$ cat src/rtl/alarm_controller.sv
`default_nettype none
// ============================================================================
// Module      : alarm_controller
// Description : Alarm stage behind the 24-h BCD time counter. It compares the
//               live hh:mm:ss against the alarm hh:mm and drives the buzzer.
//               Snooze has a retry limit, and ringing stops by itself after a
//               timeout. Optional hourly chime is enabled by ALARM_CHIME_EN.
// Ports       : CLK_1Hz, RESET (async, active-high)
//               sec0/1, min0/1, hour0/1        live time, BCD units/tens
//               alm_min0/1, alm_hour0/1        alarm setting, BCD
//               ALARM_ARM (level), SNOOZE, STOP (sampled each edge)
//               BUZZER, ALARM_STATE[1:0], SNOOZE_CNT[1:0], CHIME
// Config      : `define ALARM_CHIME_EN -> hourly chime pulse on CHIME,
//               otherwise CHIME is tied low.
// Revision    : 1.0 - initial release
// ============================================================================
module alarm_controller #(
  parameter int RING_TIMEOUT = 60,
  parameter int SNOOZE_SEC   = 300,
  parameter int MAX_SNOOZE   = 3
) (
  input  logic       CLK_1Hz,
  input  logic       RESET,
  input  logic [3:0] sec0,
  input  logic [3:0] sec1,
  input  logic [3:0] min0,
  input  logic [3:0] min1,
  input  logic [3:0] hour0,
  input  logic [3:0] hour1,
  input  logic [3:0] alm_min0,
  input  logic [3:0] alm_min1,
  input  logic [3:0] alm_hour0,
  input  logic [3:0] alm_hour1,
  input  logic       ALARM_ARM,
  input  logic       SNOOZE,
  input  logic       STOP,
  output logic       BUZZER,
  output logic [1:0] ALARM_STATE,
  output logic [1:0] SNOOZE_CNT,
  output logic       CHIME
);

  localparam int RW = $clog2(RING_TIMEOUT + 1);
  localparam int SW = $clog2(SNOOZE_SEC + 1);

  localparam logic [RW-1:0] c_RING_LAST  = RW'(RING_TIMEOUT - 1);
  localparam logic [SW-1:0] c_SNZ_LOAD   = SW'(SNOOZE_SEC - 1);
  localparam logic [1:0]    c_MAX_SNOOZE = 2'(MAX_SNOOZE);

  typedef enum logic [1:0] {
    S_IDLE    = 2'd0,
    S_RINGING = 2'd1,
    S_SNOOZED = 2'd2
  } state_t;

  state_t          r_state, w_state_nxt;
  logic [RW-1:0]   r_ring_cnt, w_ring_nxt;
  logic [SW-1:0]   r_snz_cnt, w_snz_nxt;
  logic [1:0]      r_snooze_cnt, w_scnt_nxt;
  logic            r_buzzer;
  logic            w_digits_ok;
  logic            w_match;

  // A corrupt digit anywhere must never fire the alarm, even when the bad
  // digit matches on both sides.
  assign w_digits_ok = (sec0 <= 4'd9) && (sec1 <= 4'd9) &&
                       (min0 <= 4'd9) && (min1 <= 4'd9) &&
                       (hour0 <= 4'd9) && (hour1 <= 4'd9) &&
                       (alm_min0 <= 4'd9) && (alm_min1 <= 4'd9) &&
                       (alm_hour0 <= 4'd9) && (alm_hour1 <= 4'd9);

  assign w_match = w_digits_ok &&
                   ({hour1, hour0, min1, min0} ==
                    {alm_hour1, alm_hour0, alm_min1, alm_min0}) &&
                   (sec1 == 4'd0) && (sec0 == 4'd0);

  always_comb begin
    w_state_nxt = r_state;
    w_ring_nxt  = r_ring_cnt;
    w_snz_nxt   = r_snz_cnt;
    w_scnt_nxt  = r_snooze_cnt;
    case (r_state)
      S_IDLE: begin
        w_scnt_nxt = 2'd0;
        if (ALARM_ARM && w_match) begin
          w_state_nxt = S_RINGING;
          w_ring_nxt  = '0;
        end
      end
      S_RINGING: begin
        if (!ALARM_ARM || STOP || (r_ring_cnt == c_RING_LAST)) begin
          w_state_nxt = S_IDLE;
          w_scnt_nxt  = 2'd0;
        end else if (SNOOZE && (r_snooze_cnt < c_MAX_SNOOZE)) begin
          w_state_nxt = S_SNOOZED;
          w_snz_nxt   = c_SNZ_LOAD;
          w_scnt_nxt  = r_snooze_cnt + 2'd1;
        end else begin
          // Also covers SNOOZE at the limit: the buzzer simply keeps going.
          w_ring_nxt = r_ring_cnt + 1'b1;
        end
      end
      S_SNOOZED: begin
        if (!ALARM_ARM || STOP) begin
          w_state_nxt = S_IDLE;
          w_scnt_nxt  = 2'd0;
        end else if (r_snz_cnt == '0) begin
          w_state_nxt = S_RINGING;
          w_ring_nxt  = '0;
        end else begin
          w_snz_nxt = r_snz_cnt - 1'b1;
        end
      end
      default: begin
        w_state_nxt = S_IDLE;
        w_scnt_nxt  = 2'd0;
      end
    endcase
  end

  always_ff @(posedge CLK_1Hz or posedge RESET) begin
    if (RESET) begin
      r_state      <= S_IDLE;
      r_ring_cnt   <= '0;
      r_snz_cnt    <= '0;
      r_snooze_cnt <= 2'd0;
      r_buzzer     <= 1'b0;
    end else begin
      r_state      <= w_state_nxt;
      r_ring_cnt   <= w_ring_nxt;
      r_snz_cnt    <= w_snz_nxt;
      r_snooze_cnt <= w_scnt_nxt;
      // Buzzer is its own flop but always tracks the RINGING state.
      r_buzzer     <= (w_state_nxt == S_RINGING);
    end
  end

  assign BUZZER      = r_buzzer;
  assign ALARM_STATE = r_state;
  assign SNOOZE_CNT  = r_snooze_cnt;

`ifdef ALARM_CHIME_EN
  logic r_chime;
  logic w_chime_hit;

  assign w_chime_hit = (min1 == 4'd0) && (min0 == 4'd0) &&
                       (sec1 == 4'd0) && (sec0 == 4'd0);

  // Do not chime over the ringing buzzer.
  always_ff @(posedge CLK_1Hz or posedge RESET) begin
    if (RESET) begin
      r_chime <= 1'b0;
    end else begin
      r_chime <= w_chime_hit && (w_state_nxt != S_RINGING);
    end
  end

  assign CHIME = r_chime;
`else
  assign CHIME = 1'b0;
`endif

endmodule
`default_nettype wire

$ cat config.mk
export PLATFORM = sky130hd
export DESIGN_NAME = alarm_controller
export DESIGN_NICKNAME = d
export VERILOG_FILES = /design/src/rtl/alarm_controller.sv
export SDC_FILE = /design/constraint.sdc
export NUM_CORES = 1
export LEC_CHECK = 0
export ABC_CLOCK_PERIOD_IN_PS = 2100
export CAP_MARGIN = 10
export CORE_MARGIN = 1
export CORE_UTILIZATION = 40
export DETAILED_ROUTE_END_ITERATION = 16
export PLACE_DENSITY = 0.74
export SLEW_MARGIN = 20
export SYNTH_ARGS = -nofsm -noshare
export SYNTH_HDL_FRONTEND = slang
export SYNTH_SLANG_ARGS = --single-unit
$ cat constraint.sdc
create_clock -name CLK_1Hz -period 2.1 [get_ports CLK_1Hz]
set_input_delay 0.315 -clock CLK_1Hz [delete_from_list [all_inputs] [get_ports CLK_1Hz]]
set_output_delay 0.315 -clock CLK_1Hz [all_outputs]
set_load 0.01 [all_outputs]
==> results of run 1 <==
## power breakdown
group	total, W	leakage (nW)	internal, W	switching, W
Sequential	0.000385	0.274	0.000385	0.00000000000753
Combinational	0.000147	0.500	0.0000981	0.0000487
Clock	0.000228	0.0210	0.000106	0.000122
Total	0.000760	0.796	0.000589	0.000171
## stage by stage
| stage | power, W | instance area [µm²] | setup TNS (ns) |
|---|---|---|---|
| 2_1_floorplan | 0.000435 | 1340 | 0 |
| 3_3_place_gp | 0.000537 | 1900 | -0.0432 |
| 3_5_place_dp | 0.000540 | 1900 | -0.203 |
| 4_1_cts | 0.000763 | 1940 | 0 |
| 5_1_grt | 0.000790 | 1950 | -0.00977 |
| 6_report | 0.000760 | 1950 | 0 |
## worst min-delay path, stage by stage
cell,delay [ns]
clkdlybuf4s50_1,0.39
inv_1,0.05
buf_4,0.26
## area by class of cell
type                            count  area, µm²
Fill cell                         278       1160
Inverter                            6       22.5
Clock buffer                        4       36.3
Sequential cell                    20        500
Tap cell                           44       55.1
Timing Repair Buffer               52        513
Multi-Input combinational cell    125        820
## cells in the final DEF (no fill, tap or decap), types with 4 or more instances in the layout
cell,n
nand2_1,12
dfrtp_1,20
xnor2_1,9
and3_1,4
a21oi_1,9
o21ai_0,16
nor3_1,4
clkdlybuf4s50_1,49
nor2_1,13
nor2b_1,5
inv_1,6
xor2_1,7
## worst paths after layout
check	from	endpoint	cells past startpoint	slack (ns)
max	r_snz_cnt[0]$_DFFE_PP0P_	r_snz_cnt[3]$_DFFE_PP0P_	7	0.1
min reg2reg	SNOOZE_CNT[0]$_DFFE_PP0P_	SNOOZE_CNT[0]$_DFFE_PP0P_	1	0.50
min	RESET	r_snz_cnt[0]$_DFFE_PP0P_	3	0.32
max in group asynchronous	RESET	SNOOZE_CNT[1]$_DFFE_PP0P_	3	1.57
min in group CLK_1Hz	SNOOZE_CNT[0]$_DFFE_PP0P_	SNOOZE_CNT[0]$_DFFE_PP0P_	1	0.50
max reg2reg	r_snz_cnt[0]$_DFFE_PP0P_	r_snz_cnt[3]$_DFFE_PP0P_	7	0.1
## layer usage
metal	vias to the layer above	track usage (%)
met5	-	0
met4	0	7.64
met3	8	4.33
met2	73	38.3
met1	625	20.7
li1	657	-
## logic make-up (layout without fill, tap and decap cells)
family | count (synthesis) | after routing
buffers and inverters | 8 | 62
AOI/OAI and AO/OA | 38 | 38
DFF | 20 | 20
and+or+nand+nor | 66 | 66
adders and majority gates | 3 | 3
xor gates and xnor gates | 16 | 16
muxes | 1 | 1
other | 1 | 1
## state kept, by name, summed over array words and instances, names as in the netlist
name	flops
r_snz_cnt	9
r_ring_cnt	6
ALARM_STATE	2
SNOOZE_CNT	2
BUZZER	1
## repair_timing
action | 4_1_cts | 5_1_grt
gates resized for setup | 1 | 2
endpoints found under the hold margin | 0 | 0
endpoints found under the setup margin | 2 | 3
hold buffers | 0 | 0
==> impl_metrics.csv, run 1 <==
group,metric,value,unit
worst_setup_path,cp_cell_sequence,"inv_1, ha_1, or4b_4, o21a_4, or2_4, and3_1, o21bai_1",
worst_setup_path,slowest_stage,"or4b_4",
floorplanning,die_area,3580,µm²
synth,synth_compound_area_share,17.2,%
route,avgViaCountPerCell,5.43,
global_routing,grt_antenna_before_repair,0,
synth,synth_top_family_by_area,"simple AND/OR/NAND/NOR gates",
synth,synthAdderAreaFrac,2.80,%
floorplanning,core-area,3100,µm²
floorplanning,die_x,59.9,µm
synth,synth_mux_area_share,0.748,%
cts,cts.path.max_buffers,2,
worst_hold_path,hp-class,"input pin to async pin",
synth,synthesis.area,1340,µm²
synth,ys_ff_latch,20,
route,drc,0,
placement,dp_cells,247,
worst_setup_path,worstSetupPathType,"flip-flop to flip-flop",
layout,drive_above_1_share,7.73,%
layout,diodes,0,
floorplanning,io_pins,51,
cts,root_buffer,"clkbuf_4",
cts,cts_tree,"built",
layout,syn_to_final_growth,45.4,%
layout,final_nets,256,
route,wl_met1,1260,µm
route,dr.first_iter.drc_count,65,
worst_setup_path,path_buf_inv,1,
global_routing,grtUsageTotal,19.9,%
synth,synthTopCellsByCount,"dfrtp_1, o21ai_0, nor2_1",
timing,hold_slack,0.320,ns
timing,slew_headroom,65.9,%
worst_setup_path,crit_path_max_incr_delay,0.49,ns
placement,globalplace.congestion,0.788,
timing,finalHoldViolCount,0,
worst_setup_path,arrival,2.23,ns
route,firstDrtPassIters,5,
synth,synth_cells,153,
worst_setup_path,cp-start-kind,"flip-flop",
route,wl,3250,µm
power,p_per_area,390,nW/µm²
run,drv_cap,0,
cts,clock_sinks,20,
route,top_layer,"met4",
timing,fin_skew,0.00445,ns
power,p_leak,0.796,nW
synth,synth_top_cell_by_area,"dfrtp_1",
synth,async_flop_share,100,%
timing,setup_violations,0,
synth,synthSimpleGateAreaFrac,28.6,%
synth,synth_xor_xnor_area_share,10.5,%
route,num_vias,1363,
timing,worst_slew_pin_slew,0.511,ns
timing,fin_ws,0.100,ns
placement,dp_hpwl,2660,µm
floorplanning,die_h,59.9,µm
cts,clkTransAtPathRegs,0.12,ns
worst_setup_path,required,2.33,ns
synth,synth_cell_types,45,
placement,numPortBuffers,49,
cts,post-cts-setup-buffers,0,
worst_setup_path,end_kind,"flip-flop",
cts,numCtsBuffers,3,
status,status,"completed",
floorplanning,std_cell_rows,20,
synth,synth-seq-area-share,37.4,%
synth,synth.area.top_cells,"dfrtp_1, o21ai_0, xnor2_1",
cts,cts.htree.levels,1,
worst_setup_path,critPathTopFamily,"simple AND/OR/NAND/NOR gates",
global_routing,grt_max_degree,21,
global_routing,first_global_vias,1351,
placement,dp_slack,-0.0473,ns
route,wl_met3,291,µm
power,irDropWorstVdd,0.000164,V
cts,worstSkewPairLatency,0.30,ns
global_routing,grt_pass1_wl,5460,µm
worst_setup_path,crit_fanout,7,
route,ant_nets,0,
synth,synth.top_cell.area_share,37.4,%
synth,synth_most_common_cell,"dfrtp_1",
global_routing,grt_overflow,0,
timing,max_freq,500,MHz
layout,post-route-util,62.7,%
floorplanning,start_util,43.1,%
synth,synth_edf_count,0,
synth,syn_area_per_cell,8.75,µm²
route,wl_met2,1630,µm
timing,drv_slew,0,
synth,syn_nets,201,
synth,synth-main-ff-cell,"dfrtp_1",
synth,yosysWarnings,0,
layout,finalNonFillerCells,251,
timing,fin_crit_sh,95.2,%
route,avgRoutedWirePerCell,12.9,µm
timing,min_period,2.00,ns
No activity file was read; power rests on OpenSTA's default activity.
==> inputs of run 2 (changes only) <==
--- a/config.mk
+++ b/config.mk
@@ -5,7 +5,7 @@
 export SDC_FILE = /design/constraint.sdc
 export NUM_CORES = 1
 export LEC_CHECK = 0
-export ABC_CLOCK_PERIOD_IN_PS = 2100
+export ABC_CLOCK_PERIOD_IN_PS = 2600
 export CAP_MARGIN = 10
 export CORE_MARGIN = 1
 export CORE_UTILIZATION = 40
==> constraint.sdc (replaced) <==
create_clock -name CLK_1Hz -period 2.6 [get_ports CLK_1Hz]
set_input_delay 0.39 -clock CLK_1Hz [delete_from_list [all_inputs] [get_ports CLK_1Hz]]
set_output_delay 0.39 -clock CLK_1Hz [all_outputs]
set_load 0.01 [all_outputs]
==> run 2 against run 1 <==
  * Global-route usage grew 0.58 points
  * Die area did not move
  * Worst hold slack improved by 0.18 ns
  * Fmax shrank 3.8%
  * Total power decreased by 21%
  * Non-clock buffer count shrank 2
  * Largest cell class unchanged
==> impl_metrics.csv, run 2 (synthesis gave the netlist of run 1 again) <==
group,metric,value,unit
route,avgRoutedWirePerCell,12.8,µm
placement,numPortBuffers,49,
cts,cts_tree,"built",
cts,post-cts-setup-buffers,0,
timing,fin_skew,0.0113,ns
cts,cts.htree.levels,1,
placement,dp_slack,0.306,ns
power,p_per_area,315,nW/µm²
worst_setup_path,reg2reg_to,"r_ring_cnt[0]$_DFFE_PP0P_",
power,p_leak,0.786,nW
power,power_frac_seq,51.5,%
placement,dp_hpwl,2660,µm
layout,final_area,1920,µm²
floorplanning,die_h,59.9,µm
timing,rsz0062_at_grt,"false",
layout,largest_register,"r_snz_cnt",
placement,post_dp_cell_area,1880,µm²
layout,diodes,0,
power,irDropWorstVdd,0.000189,V
cts,numCtsBuffers,3,
worst_setup_path,required,2.78,ns
worst_setup_path,worstSetupPathType,"flip-flop to flip-flop",
route,dr.first_iter.drc_count,49,
floorplanning,std_cell_rows,20,
floorplanning,io_pins,51,
timing,max_freq,481,MHz
timing,fin_ws,0.522,ns
worst_setup_path,r2r-start,"r_snz_cnt[0]$_DFFE_PP0P_",
timing,hold_slack,0.504,ns
route,wl,3190,µm
global_routing,grt_overflow,0,
timing,finalSetupTns,0,ns
timing,drv_slew,0,
power,switchingPower,0.000130,W
layout,layout_common_cells,"clkdlybuf4s50_1, dfrtp_1, o21ai_0, nor2_1, nand2_1",
layout,syn_to_final_growth,43.2,%
placement,globalplace.congestion,0.877,
route,drc,0,
route,avgViaCountPerCell,5.28,
global_routing,grt_max_degree,21,
worst_setup_path,end_kind,"flip-flop",
route,num_vias,1315,
layout,largest_register_ffs,9,
global_routing,grtUsageTotal,20.5,%
route,firstDrtPassIters,4,
worst_setup_path,critical_path.endpoint,"r_ring_cnt[0]$_DFFE_PP0P_",
worst_setup_path,reg2regPathDepth,7,
timing,setup_violations,0,
timing,finalHoldViolCount,0,
floorplanning,core-area,3100,µm²
power,power,0.000604,W
run,drv_cap,0,
layout,reg_top3,"r_snz_cnt x9, r_ring_cnt x6",
layout,drive_above_1_share,5.37,%
route,ant_nets,0,
cts,cts_hold_buf,0,
layout,fillers,284,
power,p_comb_share,19.1,%
cts,cts.path.max_buffers,2,
floorplanning,die_area,3580,µm²
worst_setup_path,crit_fanout,6,
cts,cts_resized,0,
cts,worstSkewPairLatency,0.30,ns
timing,slew_headroom,49.8,%
cts,clkTransAtPathRegs,0.11,ns
timing,min_period,2.08,ns
floorplanning,start_util,43.1,%
floorplanning,die_x,59.9,µm
power,intPower,0.000474,W
timing,fin_crit_sh,79.9,%
worst_setup_path,arrival,2.26,ns
power,p_sw_share,21.6,%
worst_setup_path,crit_start,"r_snz_cnt[0]$_DFFE_PP0P_",
worst_hold_path,hp-class,"input pin to async pin",
power,p_clk_share,29.4,%
cts,root_buffer,"clkbuf_4",
global_routing,first_global_vias,1315,
worst_setup_path,r2r_slack,0.52,ns
worst_setup_path,cp-start-kind,"flip-flop",
timing,worst_slew_pin_slew,0.752,ns
layout,final_common_cell,"clkdlybuf4s50_1",
global_routing,grt_antenna_before_repair,0,
status,status,"completed",
cts,clock_sinks,20,
layout,final_nets,254,
global_routing,grt_pass1_wl,5530,µm
run 2: power groups by stage:
| stage | Sequential (W) | Clock, W | Combinational [W] |
|---|---|---|---|
| after floorplan | 0.000317 | 0 | 0.0000343 |
| after global placement | 0.000317 | 0 | 0.000114 |
| after detailed placement | 0.000317 | 0 | 0.000116 |
| after CTS | 0.000311 | 0.000184 | 0.000117 |
| after global routing | 0.000311 | 0.000198 | 0.000125 |
| final | 0.000311 | 0.000178 | 0.000115 |
run 2: worst min path at each step:
stage	startpoint	endpoint	slack, ns	depth (start not counted)
2_1_floorplan	RESET	ALARM_STATE[0]$_DFF_PP0_	0.35	1
6_report	RESET	SNOOZE_CNT[0]$_DFFE_PP0P_	0.50	2
4_1_cts	r_snz_cnt[0]$_DFFE_PP0P_	r_snz_cnt[0]$_DFFE_PP0P_	0.51	1
3_3_place_gp	r_snz_cnt[0]$_DFFE_PP0P_	r_snz_cnt[0]$_DFFE_PP0P_	0.48	1
5_1_grt	r_snz_cnt[0]$_DFFE_PP0P_	r_snz_cnt[0]$_DFFE_PP0P_	0.54	1
3_5_place_dp	r_snz_cnt[0]$_DFFE_PP0P_	r_snz_cnt[0]$_DFFE_PP0P_	0.49	1
run 2: layout make-up:
cell class	count	area, µm²	share of cell area [%]
well taps	44	55.1	2.87
clock buffers	4	36.3	1.89
flip-flops and latches	20	500	26.1
multi-input cells	125	805	42.0
inverters	6	22.5	1.17
repair buffers	50	498	26.0
run 2: per-layer routing:
layer / track usage (%) / vias up / routed length [µm]
li1: - / 653 / -
met1: 25.2 / 598 / 1400
met2: 34.9 / 60 / 1520
met3: 4.98 / 4 / 230
met4: 6.98 / 0 / 36
met5: 0 / - / 0
run 2: worst max-delay path, stage by stage, from the launching register on:
cell and delay, ns:
dfrtp_1 0.42, inv_1 0.07, ha_1 0.18, or4b_1 0.49
nor3_1 0.17, o221ai_1 0.30, o21ai_1 0.23, mux2i_1 0.10
run 2: metrics by stage:
stage                     util, %  instances
after global placement       60.6        245
final                        61.8        249
after CTS                    61.8        249
after floorplan                 -        153
after global routing         61.8        249
after detailed placement     60.6        245
